`config.mk`:
```
export PLATFORM = sky130hd
export DESIGN_NAME = button_input_conditioner_flat
export DESIGN_NICKNAME = d
export VERILOG_FILES = /design/src/rtl/button_input_conditioner_if.sv /design/src/rtl/button_input_conditioner.sv /design/src/flat_wrapper.sv
export SDC_FILE = /design/constraint.sdc
export NUM_CORES = 1
export LEC_CHECK = 0
export CAP_MARGIN = 15
export CORE_MARGIN = 1
export CORE_UTILIZATION = 29
export CTS_CLUSTER_SIZE = 28
export DETAILED_ROUTE_END_ITERATION = 16
export REMOVE_ABC_BUFFERS = 1
export SKIP_CTS_REPAIR_TIMING = 1
export SYNTH_ARGS = -nofsm -noshare
export SYNTH_HDL_FRONTEND = slang
export SYNTH_SLANG_ARGS = --single-unit
```
`constraint.sdc`:
```
create_clock -name i_clock -period 2.1 [get_ports i_clock]
set_input_delay 0.42 -clock i_clock [delete_from_list [all_inputs] [get_ports i_clock]]
set_output_delay 0.42 -clock i_clock [all_outputs]
set_load 0.02 [all_outputs]
```
`src/rtl/button_input_conditioner_if.sv`:
```
// button_input_conditioner_if: button pins in, debounced levels, pulses and divided clock out.
interface button_input_conditioner_if #(
   parameter int NUM_BUTTONS = 3
);
   logic [NUM_BUTTONS-1:0] i_button;
   logic [NUM_BUTTONS-1:0] o_state;
   logic [NUM_BUTTONS-1:0] o_button;
   logic                   o_clock;
   modport master (output i_button, input o_state, o_button, o_clock);
   modport slave  (input i_button, output o_state, o_button, o_clock);
endinterface

```
`src/rtl/button_input_conditioner.sv`:
```
// button_input_conditioner: synchronize, debounce and pulse raw buttons; free-running clock divider.
// Auto-repeat of held buttons is built only when BUTTON_REPEAT_EN is defined.
module button_input_conditioner #(
   parameter int NUM_BUTTONS     = 3,
   parameter int SCALE           = 12,
   parameter int DEBOUNCE_CYCLES = 120000,
   parameter int REPEAT_DELAY    = 6000000,
   parameter int REPEAT_PERIOD   = 1200000
) (
   input logic                  i_clock,
   input logic                  i_reset,
   button_input_conditioner_if.slave bus
);
   localparam int DW = $clog2(DEBOUNCE_CYCLES);
   if (DEBOUNCE_CYCLES < 2 || REPEAT_DELAY < 2 || REPEAT_PERIOD < 2) begin : g_bad_cfg
      $error("button_input_conditioner: cycle limits must be >= 2");
   end
   logic [NUM_BUTTONS-1:0] s1, sync, state, pulse;
   logic [SCALE-1:0]       div, div_nx;
   logic                   clk_q;
   assign div_nx       = div + 1'b1;
   assign bus.o_state  = state;
   assign bus.o_button = pulse;
   assign bus.o_clock  = clk_q;
   always_ff @(posedge i_clock) begin
      if (i_reset) begin
         s1    <= '0;
         sync  <= '0;
         div   <= '0;
         clk_q <= 1'b0;
      end else begin
         s1    <= bus.i_button;
         sync  <= s1;
         div   <= div_nx;
         clk_q <= div_nx[SCALE-1];
      end
   end
`ifdef BUTTON_REPEAT_EN
   localparam int RMAX = (REPEAT_DELAY > REPEAT_PERIOD) ? REPEAT_DELAY : REPEAT_PERIOD;
   localparam int RW   = $clog2(RMAX);
   typedef enum logic [1:0] {IDLE, DELAY, REPEAT} rp_state_t;
`endif
   for (genvar c = 0; c < NUM_BUTTONS; c++) begin : g_ch
      logic          st, st_q, pls, rise, fall;
      logic [DW-1:0] db_cnt;
      assign state[c] = st;
      assign pulse[c] = pls;
      assign rise     = st & ~st_q;
      assign fall     = ~st & st_q;
      always_ff @(posedge i_clock) begin
         if (i_reset) begin
            db_cnt <= '0;
            st     <= 1'b0;
            st_q   <= 1'b0;
         end else begin
            st_q <= st;
            if (sync[c] == st) db_cnt <= '0;
            else if (db_cnt == DW'(DEBOUNCE_CYCLES - 1)) begin
               st     <= sync[c];
               db_cnt <= '0;
            end else db_cnt <= db_cnt + 1'b1;
         end
      end
`ifdef BUTTON_REPEAT_EN
      rp_state_t     rs, rs_n;
      logic [RW-1:0] rp_cnt, rp_cnt_n;
      logic          pls_n;
      always_ff @(posedge i_clock) begin
         if (i_reset) begin
            rs     <= IDLE;
            rp_cnt <= '0;
            pls    <= 1'b0;
         end else begin
            rs     <= rs_n;
            rp_cnt <= rp_cnt_n;
            pls    <= pls_n;
         end
      end
      // a release overrides any pulse due in the same cycle
      always_comb begin
         rs_n     = rs;
         rp_cnt_n = rp_cnt + 1'b1;
         pls_n    = 1'b0;
         if (fall) begin
            rs_n     = IDLE;
            rp_cnt_n = '0;
         end else begin
            case (rs)
               IDLE: begin
                  rp_cnt_n = '0;
                  pls_n    = rise;
                  rs_n     = rise ? DELAY : IDLE;
               end
               DELAY: if (rp_cnt == RW'(REPEAT_DELAY - 1)) begin
                  pls_n    = 1'b1;
                  rp_cnt_n = '0;
                  rs_n     = REPEAT;
               end
               REPEAT: if (rp_cnt == RW'(REPEAT_PERIOD - 1)) begin
                  pls_n    = 1'b1;
                  rp_cnt_n = '0;
               end
               default: begin
                  rs_n     = IDLE;
                  rp_cnt_n = '0;
               end
            endcase
         end
      end
`else
      always_ff @(posedge i_clock) begin
         if (i_reset) pls <= 1'b0;
         else pls <= rise;
      end
`endif
   end
endmodule

```
`src/flat_wrapper.sv`:
```
// flat-port wrapper written by rule: the top's interface ports become plain ports
module button_input_conditioner_flat 
#(
   parameter int NUM_BUTTONS     = 3,
   parameter int SCALE           = 12,
   parameter int DEBOUNCE_CYCLES = 120000,
   parameter int REPEAT_DELAY    = 6000000,
   parameter int REPEAT_PERIOD   = 1200000
)
  (i_clock, i_reset, bus_i_button, bus_o_state, bus_o_button, bus_o_clock);
  button_input_conditioner_if #(.NUM_BUTTONS(NUM_BUTTONS)) bus_i ();
  input logic i_clock;
  input logic i_reset;
  input wire logic [$bits(bus_i.i_button)-1:0] bus_i_button;
  output wire logic [$bits(bus_i.o_state)-1:0] bus_o_state;
  output wire logic [$bits(bus_i.o_button)-1:0] bus_o_button;
  output wire logic [$bits(bus_i.o_clock)-1:0] bus_o_clock;
  assign bus_i.i_button = bus_i_button;
  assign bus_o_state = bus_i.o_state;
  assign bus_o_button = bus_i.o_button;
  assign bus_o_clock = bus_i.o_clock;
  button_input_conditioner #(.NUM_BUTTONS(NUM_BUTTONS), .SCALE(SCALE), .DEBOUNCE_CYCLES(DEBOUNCE_CYCLES), .REPEAT_DELAY(REPEAT_DELAY), .REPEAT_PERIOD(REPEAT_PERIOD)) u_core (.i_clock(i_clock), .i_reset(i_reset), .bus(bus_i));
endmodule
```
==> flow_metrics.env <==
export IMPL_outcome="complete, no violations"
export IMPL_setup_viol=0
export IMPL_yosysTopAreaCell="dfxtp_1"
export IMPL_crit_fanout=3
export IMPL_finalCritPeriodShare_pct=85.6
export IMPL_ir_worst_vdd_v=0.000461
export IMPL_worst_path_buf_inv=1
export IMPL_max_slew_worst_pin_slew_ns=0.421
export IMPL_async_reset_ff_share_pct=0
export IMPL_p_leak_nw=1.27
export IMPL_grtUsageMet2_pct=16.4
export IMPL_power_total_mw=3.29
export IMPL_synthFlopType="dfxtp_1"
export IMPL_postRouteAntennaNets=0
export IMPL_synthCells=369
export IMPL_cp_startpoint="u_core.g_ch[1].st$_SDFFE_PP0P_"
export IMPL_clock_sinks=78
export IMPL_grt_pass1_wl_um=10200
export IMPL_nets=388
export IMPL_grtUsageTotal_pct=10.8
export IMPL_relSlewSlack_pct=71.7
export IMPL_hold_viol_final=0
export IMPL_clock_skew_ns=0.00525
export IMPL_synth_commonest_cells="dfxtp_1, nor2_1, xor2_1"
export IMPL_yosys_area_share_simple_pct=29.8
export IMPL_seq_area_frac_synth_pct=46.8
export IMPL_crit_slowest_cell="clkdlybuf4s50_1"
export IMPL_cts_made_buffers=9
export IMPL_synthXorXnorAreaFrac_pct=13.4
export IMPL_via_per_inst=4.69
export IMPL_synth_compound_area_share_pct=3.83
export IMPL_p_per_area_nw_per_um2=842
export IMPL_netlist_area_leader_share_pct=46.8
export IMPL_synth_distinct_cells=36
export IMPL_initial_utilization_pct=30.2
export IMPL_busiest_layer="met2"
export IMPL_routedWlPerCell_um=10.9
export IMPL_cts_buffer_depth=2
export IMPL_crit_chain="clkdlybuf4s50_1"
export IMPL_dieArea_um2=11900
export IMPL_antenna_found_initial=0
export IMPL_synth_warnings=0
export IMPL_setup_tns_ns=0
export IMPL_yosysMostFrequentCell="dfxtp_1"
export IMPL_hold_depth=1
export IMPL_clk_latency_ns=0.33
export IMPL_fin_crit_ns=1.80
export IMPL_drt_wl_total_um=5700
export IMPL_synth_area_um2=3330
export IMPL_antenna_cells=0
export IMPL_use_met1_pct=14.0
export IMPL_layout_drive_gt1_share_pct=7.55
export IMPL_grt_setup_unrepaired="no"
export IMPL_ctsRootBufferMaster="clkbuf_16"
export IMPL_fin_cells=524
export IMPL_dp_final_hpwl_um=3900
export IMPL_min_path_type="reg2reg"
export IMPL_timing_worst_setup_path_type="reg2out"
export IMPL_io_pins=12
export IMPL_drt_iter0_drc=82
export IMPL_cp_arrival_ns=1.38
export IMPL_max_stage_delay_ns=0.64
export IMPL_die_h_um=109
export IMPL_reg2reg_depth=6
export IMPL_synthToLayoutAreaGrowth_pct=17.0
export IMPL_grt_pass1_vias=2336
export IMPL_synth_enable_flop_cells=0
export IMPL_crit_cells=1
export IMPL_rows=38
export IMPL_muxShareOfSynthArea_pct=0.600
export IMPL_timing_rr_start="u_core.g_ch[1].db_cnt[1]$_SDFF_PP0_"
export IMPL_worstHoldStart="u_core.g_ch[0].st_q$_SDFF_PP0_"
export IMPL_core_area_um2=11000
export IMPL_dr_pass1_iters=4
export IMPL_cts_htree_levels=3
export IMPL_cp_top_family="buffers and inverters"
export IMPL_cp_end_kind="primary output"
export IMPL_gp_congestion=0.764
export IMPL_die_x_um=109
export IMPL_max_cap_viol_count=0
export IMPL_grt_max_degree=18
export IMPL_drc=0
export IMPL_finalMaxSlewViolations=0
export IMPL_avgSynthCellArea_um2=9.04
export IMPL_synthAdderAreaFrac_pct=1.50
export IMPL_ys_ff_latch=78
export IMPL_portBuffers=11
export IMPL_synth_area_top_cells="dfxtp_1, nor2_1, xor2_1"
export IMPL_start_kind="flip-flop"
export IMPL_use_met3_pct=2.45
export IMPL_synth_top_family_by_area="simple AND/OR/NAND/NOR gates"
export IMPL_num_vias=2457
export IMPL_cp_data_required_time_ns=1.68
export IMPL_placed_cells=508
export IMPL_clk_pin_slew_ns=0.06
export IMPL_fmax_mhz=556
export IMPL_gr_total_overflow=0
export IMPL_cts_tree="done"
-- stage by stage --
stage               hold WS [ns]  instance area [um2]  setup slack (ns)  utilization [%]
floorplan                  0.368                 3230             0.197                -
global placement           0.381                 3560             0.343             32.3
detailed placement         0.371                 3560             0.296             32.3
CTS                        0.384                 3900             0.280             35.4
global route               0.396                 3900             0.165             35.4
finish                     0.384                 3900             0.302             35.4
-- sequential cells by signal, summed over array words and instances (netlist names) --
name and cells:
u_core.g_ch.db_cnt 51, u_core.div 11, u_core.g_ch.st_q 3, u_core.s1 3, u_core.sync 3, u_core.bus.o_clock 1
u_core.g_ch.pls 3, u_core.g_ch.st 3
-- per-layer routing --
metal	up-vias	routed length (um)
li1	1291	-
met1	1121	3010
met5	-	0
met3	10	170
met4	0	134
met2	35	2390
-- power by group --
group | internal (mW) | switching (mW)
combinational | 0.0239 | 0.0239
clock | 1.16 | 0.580
sequential | 1.49 | 0.00826
total | 2.67 | 0.612
-- cells in the final DEF, fill, tap and decap left out, types with 6 or more instances in the layout --
master and count:
clkdlybuf4s50_1 11, nand3_1 23, nand2_1 17, inv_1 9
xnor2_1 24, and3_1 8, clkbuf_16 9, nor2b_1 8
a21oi_1 7, and4_1 6, nor4_1 12, nand4_1 22
dfxtp_1 78, xor2_1 27, buf_4 6, nor2_1 66
-- logic make-up after synthesis --
group           Yosys count
xor+xnor                 51
flops                    78
compound gates           18
buf+inv                  27
simple gates            189
fa+ha+maj                 4
mux                       2
-- cell type report --
class	count	area (um2)
Tap cell	140	175
Multi-Input combinational cell	264	1640
Fill cell	1135	7130
Clock buffer	10	229
Sequential cell	78	1560
Timing Repair Buffer	17	155
Clock inverter	6	110
Inverter	9	33.8
-- worst paths after layout --
path / to / slack, ns
worst min-delay path: u_core.g_ch[0].pls$_SDFF_PP0_ / 0.38
worst max-delay path: bus_o_state[1] / 0.30
worst min register to register: u_core.g_ch[0].pls$_SDFF_PP0_ / 0.38
worst max register to register: u_core.g_ch[1].db_cnt[15]$_SDFF_PP0_ / 0.31
No activity file was read; power rests on OpenSTA's default activity.
